## src/rtl/uart_tx_fifo.sv

```systemverilog
// -----------------------------------------------------------------------------
// uart_tx_fifo
//
// Transmit-side character buffer that sits in front of the UART controller's Tx
// path. The host writes characters through a valid/ready port. The buffer then
// hands them to the controller one at a time over tx_start/tx_data. It moves on
// to the next character only after the controller pulses tx_done.
//
// Handshake rule (write port): a character is transferred on a rising clk_i
// edge where wr_valid_i && wr_ready_o. wr_ready_o depends only on registered
// occupancy. While wr_ready_o is low, the host must hold wr_valid_i and
// wr_data_i. A write attempted while full is not a transfer, and its data is
// dropped. A write on the same edge as flush_i is discarded.
//
// Ports
//   clk_i        in   clock, rising-edge active
//   rst_i        in   asynchronous reset, active low
//   wr_valid_i   in   host presents a character
//   wr_data_i    in   character to enqueue
//   wr_ready_o   out  buffer can accept a character (not full)
//   flush_i      in   synchronous clear of contents and drain state
//   drain_en_i   in   permits new characters to be issued
//   tx_busy_i    in   controller transmitter busy
//   tx_done_i    in   controller transmit-complete pulse
//   tx_start_o   out  one-cycle start pulse to the controller
//   tx_data_o    out  character in flight, held from issue until done
//   count_o      out  current occupancy
//   empty_o      out  occupancy is zero
//   full_o       out  occupancy equals FIFO_DEPTH
//   state_o      out  drain FSM state (0 IDLE, 1 ISSUE, 2 WAIT_DONE)
// -----------------------------------------------------------------------------
module uart_tx_fifo #(
   parameter int MAX_UART_DATA_W = 8,
   parameter int FIFO_DEPTH      = 16
) (
   input  logic                                 clk_i,
   input  logic                                 rst_i,
   input  logic                                 wr_valid_i,
   input  logic [MAX_UART_DATA_W-1:0]           wr_data_i,
   output logic                                 wr_ready_o,
   input  logic                                 flush_i,
   input  logic                                 drain_en_i,
   input  logic                                 tx_busy_i,
   input  logic                                 tx_done_i,
   output logic                                 tx_start_o,
   output logic [MAX_UART_DATA_W-1:0]           tx_data_o,
   output logic [$clog2(FIFO_DEPTH+1)-1:0]      count_o,
   output logic                                 empty_o,
   output logic                                 full_o,
   output logic [1:0]                           state_o
);

   localparam int AddrWidth  = $clog2(FIFO_DEPTH);
   localparam int CountWidth = $clog2(FIFO_DEPTH + 1);

   typedef enum logic [1:0] {
      IDLE      = 2'd0,
      ISSUE     = 2'd1,
      WAIT_DONE = 2'd2
   } state_t;

   state_t                       state_q;
   state_t                       state_d;
   logic [MAX_UART_DATA_W-1:0]   mem [FIFO_DEPTH];
   logic [AddrWidth-1:0]         wr_ptr_q;
   logic [AddrWidth-1:0]         rd_ptr_q;
   logic [CountWidth-1:0]        count_q;
   logic [MAX_UART_DATA_W-1:0]   tx_data_q;
   logic                         push;
   logic                         pop;

   // Every output is a register or a decode of registers, so no input
   // reaches an output combinationally.
   assign full_o     = (count_q == CountWidth'(FIFO_DEPTH));
   assign empty_o    = (count_q == '0);
   assign wr_ready_o = !full_o;
   assign count_o    = count_q;
   assign tx_start_o = (state_q == ISSUE);
   assign tx_data_o  = tx_data_q;
   assign state_o    = state_q;

   // flush_i wins over both push and pop on the same edge.
   assign push = wr_valid_i && !full_o && !flush_i;
   assign pop  = (state_q == IDLE) && !empty_o && drain_en_i && !tx_busy_i && !flush_i;

   // Drain FSM: next state
   always_comb begin
      state_d = state_q;
      unique case (state_q)
         IDLE:      if (pop) state_d = ISSUE;
         ISSUE:     state_d = WAIT_DONE;
         WAIT_DONE: if (tx_done_i) state_d = IDLE;
         default:   state_d = IDLE;
      endcase
      if (flush_i) state_d = IDLE;
   end

   always_ff @(posedge clk_i or negedge rst_i) begin
      if (!rst_i) state_q <= IDLE;
      else        state_q <= state_d;
   end

   // Pointers, occupancy and the character in flight
   always_ff @(posedge clk_i or negedge rst_i) begin
      if (!rst_i) begin
         wr_ptr_q  <= '0;
         rd_ptr_q  <= '0;
         count_q   <= '0;
         tx_data_q <= '0;
      end else if (flush_i) begin
         // tx_data_q keeps its value. A character already handed to the
         // controller is not withdrawn.
         wr_ptr_q <= '0;
         rd_ptr_q <= '0;
         count_q  <= '0;
      end else begin
         if (push) wr_ptr_q <= wr_ptr_q + 1'b1;
         if (pop) begin
            rd_ptr_q  <= rd_ptr_q + 1'b1;
            tx_data_q <= mem[rd_ptr_q];
         end
         unique case ({push, pop})
            2'b10:   count_q <= count_q + 1'b1;
            2'b01:   count_q <= count_q - 1'b1;
            default: count_q <= count_q;
         endcase
      end
   end

   // Storage array. It is not reset, because an entry is only read after it
   // has been written.
   always_ff @(posedge clk_i) begin
      if (push) mem[wr_ptr_q] <= wr_data_i;
   end

endmodule

```

## config.mk

```make
export PLATFORM = sky130hd
export DESIGN_NAME = uart_tx_fifo
export DESIGN_NICKNAME = d
export VERILOG_FILES = /design/src/rtl/uart_tx_fifo.sv
export SDC_FILE = /design/constraint.sdc
export NUM_CORES = 1
export LEC_CHECK = 0
export CAP_MARGIN = 20
export CORE_UTILIZATION = 53
export CTS_CLUSTER_DIAMETER = 80
export DETAILED_ROUTE_END_ITERATION = 8
export PLACE_DENSITY = 0.75
export SETUP_SLACK_MARGIN = 0.05
export SLEW_MARGIN = 20
export SYNTH_ARGS = -nofsm -noshare
export SYNTH_HDL_FRONTEND = slang
export SYNTH_SLANG_ARGS = --single-unit
```

## constraint.sdc

```tcl
create_clock -name clk_i -period 2.6 [get_ports clk_i]
set_input_delay 0.78 -clock clk_i [delete_from_list [all_inputs] [get_ports clk_i]]
set_output_delay 0.78 -clock clk_i [all_outputs]
set_load 0.02 [all_outputs]
```

# Word level (Yosys, flattened, before mapping)
# Memories as Yosys holds them, arrays and structs flattened. A register that Yosys moved wholly into a read port is not among the register bits.
# Index checks and enable logic that the tools add are counted.
# classes
addsub	4
n_eq_ne	7
muxes	12
bitwise	1
n_reduce_logical	18
# ops
operator	count
$mux 4	4
$pmux 5 s2	1
$add 4x1->4 const B	2
$logic_and 1x1->1	6
$mux 2	3
$ne 3x3->1 const B	2
$pmux 2 s3	1
$add 5x1->5 const B	1
$eq 5x5->1 const B	1
$logic_not 1->1	5
$logic_not 5->1	1
$mux 5	1
$sub 5x1->5 const B	1
$eq 2x1->1 const B	2
$eq 2x2->1 const B	2
$reduce_and 2->1	2
$reduce_bool 2->1	2
$reduce_bool 3->1	1
$logic_not 2->1	1
$mux 1	2
$not 1->1	1
# word_totals
ff_bits	15
mem_bits_rw	128
input_bits	15
wordCells	47
n_memories	1
# mem_list
name	depth	word_bits	read_ports	rd_clocked_by_memory_dff	write_ports	line_no	rtl
mem	16	8	1	1	1	64	logic [MAX_UART_DATA_W-1:0] mem [FIFO_DEPTH];

# Logic depth before layout (Yosys ltp)
# depth
depth_word	9
depth_mapped	11
ltp_nobuf	10

# Worst setup path after synthesis
# OpenSTA, ideal clock, no wires.
# synth_timing
path_kind	in2reg
from	in tx_busy_i
to	reg count_q[4] (netlist: count_o[4])
arrival_time_ps	2782
slack_ps	-317
stages	10
path_buffers	0
path_cell_list	nor4b_2 o21ai_4 or3_1 inv_1 ha_1 nor2b_1 o21a_1 nor4_1 o21ai_0 nor3b_1
# synth_between
elab_chain_len	6
# synth_lines
element	line_no	rtl
start: declaration	43	input logic tx_busy_i,
$logic_not 1->1 (*)	84	assign pop = (state_q == IDLE) && !empty_o && drain_en_i && !tx_busy_i && !flush_i;
$logic_and 1x1->1 (*) (2 in a row)	84	
$eq 2x1->1 / $eq 2x2->1 (equally long branches)	122	unique case ({push, pop})
$pmux 5 s2	122	
$mux 5	110	end else if (flush_i) begin
end signal: assignment	123	2'b10: count_q <= count_q + 1'b1;
end signal: assignment	124	2'b01: count_q <= count_q - 1'b1;
end signal: assignment	125	default: count_q <= count_q;
end: declaration	67	logic [CountWidth-1:0] count_q;
# Every way passes the cells marked *; elsewhere a longest branch is shown, timed or not.
# A chain may end at the register's enable or synchronous reset.

# Final worst setup path
# Same ends and word-level chain as after synthesis.

==> metrics.txt <==
most numerous cell in the Yosys netlist edfxtp_1; Synth Instances 331; Data required, critical path 2.90 ns; Final Cycle Share 0.964; post-synthesis net count 355; r2r startpoint state_o[0]; Post-Route WL 12500 um; crit-path max cell delay 0.41 ns; Pwr Density 787 mW/mm^2; Synth area leaders edfxtp_1 63%, mux4_2 12%, dfrtp_1 9.4%, nor2_1 2.5%, a221oi_2 2.0%; worst hold path class reg2reg; io pins 34; worst skew pair latency 0.42 ns; clock sinks 151; clock skew 0.00690 ns; H-tree depth 4; Antenna diodes 0; Die X 110 um; ys async rst share 0.152; chip height 110 um; DR iter-0 viols 322; Hold-fix buffers, CTS 0; Worst Setup Slack, final 0.0931 ns; GRT Util Overall 0.234; CTS tree built; Area Overhead vs Synth 23.2%; Residual DRC 0; CP endpoint kind flip-flop; antenna violations before repair 0; layout net count 434; vias in the first global route 3398; Initial Util 0.554; Yosys cell types 41; area fraction of the dominant cell type after synthesis 0.626; Max Cap Viol 0; clock root buffer clkbuf_16; drt first pass iters 4; dpl ws -0.688 ns; RSZ-0062 raised after global routing yes; Final Hold Vio Count 0; synthesized area per cell 18.6 sq um; status finished, final reports clean; # rows 38; Power, Total 5.95 mW; Achievable Freq 399 MHz; Post-DP HPWL 8040 um; Worst slew margin 0.570; layout cells sized above 1 0.324; Post-synth EDFFs 128; Post-synth top cells 128 x edfxtp_1, 41 x nor2_1, 32 x mux4_2; Seq cells post-synth 151; Static Leak 2.61 nW; Vias/cell 5.86; crit-path leading delay family simple AND/OR/NAND/NOR gates; Crit Path Category in2reg; Setup violations, final 0; fin. max-slew vios 0; DP Cell Count 527; Clock transition at path regs 0.06 ns; Critical Path Fanout Max 2; Synth area leader edfxtp_1; PortBufs 33; WP data arrival 2.81 ns; Crit. Startpoint tx_busy_i; CTS max path bufs 2; CTS Buf Count 17; min-delay src tx_data_o[6]; largest net degree at the start of global routing 26; first-pass GRT wire length 19200 um; slowest CP cell or3_4; die area 0.0120 sq mm; maximum vdd drop 443 uV; routed len/inst 22.2 um; Top FF cell, synth edfxtp_1; ANT nets after route 0; Worst Tran Pin Value 0.643 ns; worst path bufs/invs 1; Post-Layout Cell Count 563; Yosys warning total 0; Mapped Area 0.00614 sq mm; register area share after synthesis 0.719; gr ovfl total 0; GPL Wtd Cong 0.760; core box area 0.0111 sq mm; crit path launch type primary input; Tmin final 2.51 ns; crit-path cells buf_6 > nor4b_4 > o21ai_4 > or3_4 > fa_2 > nor2b_4 > o21a_1 > o211a_1 > o21ai_1 > nor3b_2; vias 3301
## layer usage
| layer | up-vias | global-route usage | routed length [um] |
|---|---|---|---|
| met1 | 1704 | 0.312 | 5100 |
| met2 | 118 | 0.367 | 6190 |
| met5 | - | 0 | 0 |
| met3 | 12 | 0.0563 | 968 |
| li1 | 1467 | - | - |
| met4 | 0 | 0.107 | 217 |
## final timing paths
check / endpoint / slack (ns) / cells past startpoint
worst min-delay path: tx_data_o[6] / 0.60 / 2
worst min register to register: tx_data_o[6] / 0.60 / 2
worst max-delay path: count_o[4] / 0.09 / 10
min in group asynchronous: count_o[1] / 0.73 / 2
worst max register to register: count_o[4] / 0.14 / 9
max in group asynchronous: count_o[3] / 1.62 / 2
## where the power goes
group          switching [mW]  internal [mW]
combinational           0.402          0.357
sequential             0.0826           2.73
clock                   0.965           1.42
total                    1.45           4.50
## registers in the layout, indices dropped and copies added, names as in the netlist
signal	flops
count_o	5
mem	128
rd_ptr_q	4
state_o	2
tx_data_o	8
wr_ptr_q	4
## metrics by stage
| step | setup TNS, ns | util | instance area, sq um | hold slack [ns] |
|---|---|---|---|---|
| CTS | 0 | 0.682 | 7560 | 0.599 |
| global placement | -1.54 | 0.623 | 6900 | 0.592 |
| finish | 0 | 0.683 | 7570 | 0.595 |
| floorplan | -0.200 | - | 6170 | 0.484 |
| global route | -0.0132 | 0.683 | 7570 | 0.638 |
| detailed placement | -1.70 | 0.623 | 6900 | 0.590 |
## cell families (layout without fill, tap and decap cells)
logic type,Yosys count,count (layout),synth area share
adders and majority gates,9,9,0.0196
AOI/OAI and AO/OA,27,27,0.0414
buffers and inverters,22,114,0.0159
muxes,42,42,0.134
xor gates and xnor gates,9,9,0.0141
and+or+nand+nor,71,71,0.0560
DFF,151,151,0.719
## final cells by class
cell class / count / area [sq um]
clock buffer: 19 / 433
clock inverter: 13 / 149
fill: 706 / 3510
inverter: 6 / 25.0
multi-input combinational: 158 / 1710
sequential: 151 / 4420
tap: 140 / 175
timing repair buffer: 76 / 654
## timing repair
action                                  CTS  global route
resized for setup                        22             3
pin swaps                                 6             6
buffers inserted                          3             1
endpoints found under the setup margin    5             3
endpoints found under the hold margin     0             0
## layout by cell type (no fill, tap or decap), drive strengths merged, types with 3 or more instances in the layout
cell           instances
a21oi                  3
a221oi                 8
buf                   46
clkbuf                19
clkdlybuf4s50         28
clkinv                 6
clkinvlp               3
dfrtp                 23
edfxtp               128
ha                     8
inv                    8
mux2i                 10
mux4                  32
nand2                 10
nor2                  42
o22ai                  8
xnor2                  5
xor2                   4
## tightest hold or removal path, delay by kind of cell (launching register included)
kind            cells  cell delay, ns
flops               1            0.38
compound gates      1            0.04
simple gates        1            0.13
(Power assumes the default switching activity.)
==> patch, RTL diff (config.mk and constraints unchanged) <==
Set the parameter `MAX_UART_DATA_W` to 10 (it was 8).
--- a/src/rtl/uart_tx_fifo.sv
+++ b/src/rtl/uart_tx_fifo.sv
@@ -31,5 +31,5 @@
 // -----------------------------------------------------------------------------
 module uart_tx_fifo #(
-   parameter int MAX_UART_DATA_W = 8,
+   parameter int MAX_UART_DATA_W = 10,
    parameter int FIFO_DEPTH      = 16
 ) (
Ports: changed (resized tx_data_o and wr_data_i); port bits go from 34 to 38. The function was not compared with the original's and may differ.
==> patch against the unedited design <==
- the flow now finishes with violations (setup timing)
- critical endpoint unchanged
- worst setup slack worse by 190 ps
- design area up 18%
- highest routed layer unchanged
- cell count up 17%
- synthesized area up 20%
- fmax down 7.2%
- wire length up 18%
- total power up 17%
- sequential cell count up 34
==> patch: results (changes against the unedited design) <==
stage	metric	value	unit	change
placed_design	pre_cts_slack	-798.5	ps	was -688.5 ps
grt	grt_pass1_wl	23220	um	was 19,170 um
timing	finalSetupTns	-100.5	ps	was 0 ps
drt	via_per_inst	5.894		was 5.863
power_and_ir_drop	p_leak	3.023	nW	was 2.608 nW
finish	regArea	0.005435	mm^2	was 0.004422 mm^2
yosys	yosysSeqAreaShare	73.73	%	was 71.95%
timing	whs	601.1	ps	was 595.4 ps
yosys	synthTopCellsByCount	160 x edfxtp_1, 40 x mux4_2, 34 x nor2_1, 25 x dfrtp_1, 20 x o22ai_1		was 128 x edfxtp_1, 41 x nor2_1, 32 x mux4_2, 23 x dfrtp_1
finish	drive_above_1_share	32.09	%	was 32.39%
yosys	synthArstFlopShare	13.51	%	was 15.23%
finish	multi_input_area_share	21.06	%	was 22.59%
placed_design	place_congestion	0.8131		was 0.7599
grt	grtUsageTotal	22.96	%	was 23.37%
timing	final.setup.worst_slack	-100.5	ps	was 93.14 ps
worst_setup_path	arrival	3050	ps	was 2810 ps
finish	syn2layout_area_growth	21.63	%	was 23.20%
worst_setup_path	cp_slowest_cell	or4b_4		was or3_4
run_status	failed_checks	setup timing		
grt	grt_pass1_vias	4079		was 3,398
placed_design	place_area	0.008282	mm^2	was 0.006903 mm^2
timing	relSlewSlack	58.62	%	was 56.98%
timing	setup-violations-final	1		was 0
yosys	synth_edf_count	160		was 128
yosys	syn_inst	382		was 331
placed_design	dpl.hpwl	9352	um	was 8037 um
finish	buf_share	8.451	%	was 8.647%
yosys	syn_nets	408		was 355
yosys	synth.area.top_cells	edfxtp_1 65%, mux4_2 12%, dfrtp_1 8.5%		was edfxtp_1 63%, mux4_2 12%, dfrtp_1 9.4%
drt	drt_iter0_markers	332		was 322
finish	layout.nets	496		was 434
cts	postCtsResizedCells	19		was 22
cts	post_cts_buffers	2		was 3
finish	largest_reg_flops	160		was 128
yosys	synth_compound_area_share	3.772	%	was 4.135%
drt	wl_per_cell	22.39	um	was 22.16 um
grt	grt_max_degree	42		was 26
finish	num-nonclk-buffers	85		was 76
yosys	ys_ff_latch	185		was 151
run_status	status	finished with violations		was finished clean
yosys	synth_fa_ha_area_share	1.631	%	was 1.956%
finish	clkCellAreaFrac	6.970	%	was 7.688%
finish	nClkBuffers	18		was 19
finish	stdcell_count	659		was 563
placed_design	numPortBuffers	37		was 33
yosys	synthMuxAreaShare	14.17	%	was 13.36%
==> patch: cell types whose count changed after synthesis, sizes merged, moves of 8 or more <==
cell | unedited run | this run
a21oi | 3 | 15
a221oi | 8 | 0
edfxtp | 128 | 160
mux2 | 0 | 10
mux4 | 32 | 40
nor2 | 42 | 34
o22ai | 8 | 20
==> patch: power by group through the flow <==
stage / Sequential (W) / Combinational (W) / Clock, W
after detailed placement: 0.00349 / 0.000836 / 0
final: 0.00343 / 0.000858 / 0.00269
after CTS: 0.00343 / 0.000844 / 0.00273
after global placement: 0.00349 / 0.000811 / 0
after global routing: 0.00344 / 0.000920 / 0.00284
after floorplan: 0.00357 / 0.000345 / 0
==> patch: metal layers <==
metal	up-vias	routed length (um)	GRT usage, %	share of wire (%)
met5	-	0	0	0
met4	0	364	8.281	2.5
met3	35	889	6.606	6.0
met2	150	7492	36.92	51
met1	1982	6009	30.10	41
li1	1717	-	-	-
